--- src/rtl/score_pkg.sv ---
// score_pkg: shared types and constants for the score/timer controller
package score_pkg;
  typedef enum logic [1:0] {IDLE, PLAY, OVER} state_t;
  typedef logic [3:0] bcd_t;
  localparam int SCORE_DIGITS = 3;
  localparam int TIME_DIGITS = 2;
  localparam logic [11:0] SCORE_MAX = 12'h999;
  function automatic logic [7:0] to_bcd8(input int v);
    return {4'(v / 10), 4'(v % 10)};
  endfunction
endpackage

--- src/rtl/bcd_digit.sv ---
// bcd_digit: one BCD digit with increment/decrement and carry/borrow out
module bcd_digit
  import score_pkg::*;
(
  input  bcd_t d,
  input  logic inc,
  input  logic dec,
  output bcd_t q,
  output logic co,
  output logic bo
);
  assign co = inc & (d == 4'd9);
  assign bo = dec & (d == 4'd0);
  assign q  = co ? 4'd0 : bo ? 4'd9 : inc ? d + 4'd1 : dec ? d - 4'd1 : d;
endmodule

--- src/rtl/score_timer_ctrl.sv ---
// score_timer_ctrl: round FSM, BCD score keeper and countdown driven by slow_clk ticks
module score_timer_ctrl
  import score_pkg::*;
#(
  parameter int TICKS_PER_SEC = 5,
  parameter int GAME_SECONDS  = 30
) (
  input  logic        clk,
  input  logic        reset,
  input  logic        slow_clk,
  input  logic        start,
  input  logic        hit,
  input  logic        miss,
  output logic [11:0] score_bcd,
  output logic [7:0]  time_bcd,
  output logic        game_active,
  output logic        game_over
);
  localparam int SW = TICKS_PER_SEC > 1 ? $clog2(TICKS_PER_SEC) : 1;
  localparam logic [SW-1:0] SUB_LAST = SW'(TICKS_PER_SEC - 1);
  localparam logic [7:0] TIME_INIT = to_bcd8(GAME_SECONDS);
  logic rst_meta_q, rst_n_q;
  logic sync1_q, sync2_q, hist_q, tick;
  state_t state_q, state_d;
  logic [11:0] score_q, score_d, score_nxt;
  logic [7:0] time_q, time_d, time_nxt;
  logic [SW-1:0] sub_q, sub_d;
  logic [SCORE_DIGITS:0] sc_c, sc_b;
  logic [TIME_DIGITS:0] t_b;
  logic [TIME_DIGITS-1:0] unused_t_co;
  logic play, sec;
  // reset asserts immediately and releases two clk edges later
  always_ff @(posedge clk or negedge reset)
    if (!reset) {rst_meta_q, rst_n_q} <= 2'b00;
    else {rst_meta_q, rst_n_q} <= {1'b1, rst_meta_q};
  // slow_clk synchronizer plus history flop for rising-edge detect
  always_ff @(posedge clk or negedge rst_n_q)
    if (!rst_n_q) {sync1_q, sync2_q, hist_q} <= 3'b000;
    else {sync1_q, sync2_q, hist_q} <= {slow_clk, sync1_q, sync2_q};
  assign tick = sync2_q & ~hist_q;
  assign play = state_q == PLAY;
  assign sec = play & tick & (sub_q == SUB_LAST);
  assign sc_c[0] = play & hit & ~miss;
  assign sc_b[0] = play & miss & ~hit;
  assign t_b[0] = sec;
  genvar i;
  for (i = 0; i < SCORE_DIGITS; i++) begin : g_score
    bcd_digit u_dig (
      .d(score_q[4*i +: 4]), .inc(sc_c[i]), .dec(sc_b[i]),
      .q(score_nxt[4*i +: 4]), .co(sc_c[i+1]), .bo(sc_b[i+1])
    );
  end
  for (i = 0; i < TIME_DIGITS; i++) begin : g_time
    bcd_digit u_dig (
      .d(time_q[4*i +: 4]), .inc(1'b0), .dec(t_b[i]),
      .q(time_nxt[4*i +: 4]), .co(unused_t_co[i]), .bo(t_b[i+1])
    );
  end
  // next state: load a fresh round on start, otherwise score and count down in PLAY;
  // a carry/borrow out of the top digit means saturation/floor, so the value is held
  always_comb begin
    state_d = state_q;
    score_d = score_q;
    time_d = time_q;
    sub_d = sub_q;
    if (!play && start) begin
      state_d = PLAY;
      score_d = '0;
      time_d = TIME_INIT;
      sub_d = '0;
    end else if (play) begin
      score_d = (sc_c[SCORE_DIGITS] | sc_b[SCORE_DIGITS]) ? score_q : score_nxt;
      time_d = t_b[TIME_DIGITS] ? time_q : time_nxt;
      sub_d = !tick ? sub_q : sec ? '0 : sub_q + SW'(1);
      state_d = (sec && time_q == 8'h01) ? OVER : PLAY;
    end
  end
  // game state registers
  always_ff @(posedge clk or negedge rst_n_q)
    if (!rst_n_q) begin
      state_q <= IDLE;
      score_q <= '0;
      time_q <= TIME_INIT;
      sub_q <= '0;
    end else begin
      state_q <= state_d;
      score_q <= score_d;
      time_q <= time_d;
      sub_q <= sub_d;
    end
  assign score_bcd = score_q;
  assign time_bcd = time_q;
  assign game_active = state_q == PLAY;
  assign game_over = state_q == OVER;
endmodule

--- config.mk ---
export PLATFORM = sky130hd
export DESIGN_NAME = score_timer_ctrl
export DESIGN_NICKNAME = d
export VERILOG_FILES = /design/src/rtl/score_pkg.sv /design/src/rtl/bcd_digit.sv /design/src/rtl/score_timer_ctrl.sv
export SDC_FILE = /design/constraint.sdc
export NUM_CORES = 1
export LEC_CHECK = 0
export ABC_AREA = 1
export BUFFER_PORTS_ARGS = -buffer_cell sky130_fd_sc_hd__buf_2
export CORE_MARGIN = 5
export CORE_UTILIZATION = 40
export DETAILED_ROUTE_END_ITERATION = 10
export GPL_ROUTABILITY_DRIVEN = 0
export PLACE_DENSITY = 0.64
export SLEW_MARGIN = 15
export SYNTH_ARGS = -nofsm -noshare
export SYNTH_HDL_FRONTEND = slang
export SYNTH_SLANG_ARGS = --single-unit
--- constraint.sdc ---
create_clock -name clk -period 1.2 [get_ports clk]
set_input_delay 0.36 -clock clk [delete_from_list [all_inputs] [get_ports clk]]
set_output_delay 0.36 -clock clk [all_outputs]
set_load 0.005 [all_outputs]
==> results.ini <==
[run_status]
status=finished with violations
violations_in_the_final_reports=setup timing

[setup_path]
critical_path.most_common_cell=nand2_1
critPathCaptureType=flop
critPathBufInv=5
worst-setup-path-type=reg2reg
cp_data_required_time_ns=1.37
timing.critical_path.slowest_stage_cell=dfrtp_1
critPathTopFamily=simple AND/OR/NAND/NOR gates
setup.worst_path.start_class=flop
critical_path_peak_fanout=5
critPathArrivalTime_ns=1.95
worstPathCellList=buf_6 -> inv_4 -> nor2_4 -> buf_4 -> nand3_4 -> nor2_4 -> nand3_4 -> buf_4 -> nand2_1 -> inv_1 -> nand2_1 -> nand2_1
max_stage_delay_ns=0.42

[final_layout]
n_fill_cell=327
multiInputGateArea_mm2=0.00139
drive_gt1_frac=0.510
antennaDiodeCount=0
layout.nets=409
postLayoutCellArea_mm2=0.00353
seq_area_um2=754
layout-area-overhead-vs-synth_pct=80.0

[clocking]
cts_max_path_buffers=2
clock_tree.root_cell=clkbuf_8
h_tree_levels=2
cts_tree=built
insertion_delay_ns=0.30
number_of_buffers_created_by_cts=5
cts_num_sinks=30
cts.reportedPaths.clkPinSlew_ns=0.07

[routing]
wire_per_inst_um=13.9
drt.antenna.violating_nets=0
initial_drt_markers=121
route.detailed.vias_per_inst=4.77
vias=2169
route.detailed.drc=0
wl_um=6310
drt_pre_antenna_iters=4

[pwr]
internal-power_uw=4500
sw_frac_of_total=0.398
clkPwrFrac=0.118
switching_power_uw=2970
combinational_power_share=0.662
pwr-share-seq=0.220
pwr_density_cell_mw_per_mm2=2120
power_leakage_uw=0.00185
vdd_ir_drop_max_mv=1.02

[timing]
grt_setup_unrepaired=true
finalHoldViolCount=0
achievable_clock_frequency_ghz=0.561
final.setup.worst_slack_ns=-0.582
tns_ns=-14.15
timing_max_transition_violations_final=0
final_period_minus_worst_setup_slack_ns=1.78
setup-violations-final=46
timing.clock.skew_ns=0.0119
post-route-period-util=1.49

[synthesis]
netlist_top_cells_area=dfrtp_1 (36%), nand2_1 (15%), ha_1 (8.3%)
synth_warnings=0
synthArstFlopShare=1.00
number_of_enable_type_register_cells_in_the_synthesized_netlist=0
number_of_synthesized_register_bits=30
synthCells=263
postSynthNetCount=285
count_of_cell_types_in_the_netlist=26
netlist_top_cells_count=nand2_1 (81), inv_1 (40), dfrtp_1 (28)
ys.flop_type=dfrtp_1
synth.yosys.seq_area_share=0.384
syn-cell-area_mm2=0.00196
synth.most_common_cell=nand2_1
yosys.area.top_type=dfrtp_1
yosysTopAreaCellShare=0.357
post_synth.cell_area_avg_um2=7.46

[run]
max_cap_violations=0

[floorplanning]
top_level_ports=28
floorplan.initialDensity=0.413
die_width_um=80.0
core.rowCount=25
floorplan.die.height_um=80.0
core_area_mm2=0.00475
fp.dieArea_mm2=0.00641

[global_routing]
maximum_number_of_pins_on_one_net_before_global_route_repair=21
grt-ovfl-total=0
wire_length_of_the_first_global_routing_pass_um=9600
first_global_vias=2107
antenna_found_initial=0
grt_util_all_layers=0.194

[placed_design]
placed_cell_area_mm2=0.00279
io_buffer_count=27
place.detailed.hpwl_um=3850

[hold_path]
min_path_type=reg2async

==> sequential cells by signal, indices dropped and copies added, names as in the netlist <==
signal	cells
score_bcd	12
time_bcd	8
sub_q	3
state_q	2
hist_q	1
rst_meta_q	1
rst_n_q	1
sync1_q	1
sync2_q	1
==> cell type report <==
class | count | share of cell area
clock buffer | 8 | 0.0255
inverter | 44 | 0.0489
multi-input combinational | 188 | 0.393
sequential | 30 | 0.214
tap | 67 | 0.0237
timing repair buffer | 118 | 0.295
==> power by group through the flow <==
| stage | clock (µW) | sequential [µW] | combinational, µW |
|---|---|---|---|
| 2_1_floorplan | 0 | 1750 | 1820 |
| 3_3_place_gp | 0 | 1580 | 3530 |
| 3_5_place_dp | 0 | 1590 | 3620 |
| 4_1_cts | 866 | 1630 | 4470 |
| 5_1_grt | 939 | 1680 | 5400 |
| 6_report | 886 | 1640 | 4950 |
==> placed cells by master, fill, tap and decap left out, types with 6 or more instances in the layout <==
| master | netlist | layout |
|---|---|---|
| buf_2 | 1 | 8 |
| buf_4 | 0 | 64 |
| buf_6 | 0 | 44 |
| clkbuf_8 | 0 | 6 |
| dfrtp_1 | 28 | 27 |
| ha_1 | 13 | 8 |
| inv_1 | 40 | 33 |
| inv_2 | 4 | 8 |
| nand2_1 | 81 | 58 |
| nand2_2 | 2 | 13 |
| nand2_4 | 0 | 10 |
| nand3_1 | 19 | 15 |
| nor2_1 | 19 | 10 |
| nor2_4 | 4 | 12 |
| nor3_1 | 6 | 6 |
| o21ai_1 | 2 | 10 |
==> metal layers <==
| metal | vias to the layer above | GRT usage | part of all wire |
|---|---|---|---|
| met3 | 10 | 0.0384 | 0.035 |
| met1 | 1035 | 0.237 | 0.42 |
| met2 | 50 | 0.335 | 0.54 |
| li1 | 1074 | - | - |
| met5 | - | 0 | 0 |
| met4 | 0 | 0.0709 | 0.013 |
==> per-stage QoR <==
stage | utilization | total power, µW | std cells | hold slack [ns] | worst slack [ns]
floorplan | - | 3570 | 263 | 0.0644 | -0.512
global placement | 0.587 | 5110 | 428 | 0.146 | -0.648
detailed placement | 0.587 | 5210 | 428 | 0.147 | -0.707
CTS | 0.700 | 6970 | 448 | 0.177 | -0.517
global route | 0.743 | 8020 | 455 | 0.181 | -0.671
finish | 0.743 | 7480 | 455 | 0.173 | -0.582
==> cells by family after synthesis <==
group / share of synthesized area
and+or+nand+nor: 0.320
buffers and inverters: 0.0867
DFF: 0.384
AOI/OAI and AO/OA: 0.0625
adders and majority gates: 0.114
xor gates and xnor gates: 0.0313
other: 0.00191
==> what timing repair did <==
item,CTS,global route
gates resized for setup,80,44
cloned,0,0
pin swaps,22,29
setup buffers,12,12
endpoints found under the setup margin,46,47
endpoints found under the hold margin,2,0
hold buffers,1,0
==> path summary, 6_finish.rpt <==
path                            cells past startpoint  slack [ns]           end        from
worst max-delay path                               12       -0.58  score_bcd[9]  state_q[0]
worst min register to register                      1        0.17  score_bcd[5]     rst_n_q
max in group asynchronous                           1        0.68   time_bcd[4]     rst_n_q
worst min-delay path                                1        0.17  score_bcd[5]     rst_n_q
min in group clk                                    1        0.18       sync1_q    slow_clk
worst max register to register                     12       -0.58  score_bcd[9]  state_q[0]
Note: power is estimated with default switching activity, not from simulation.
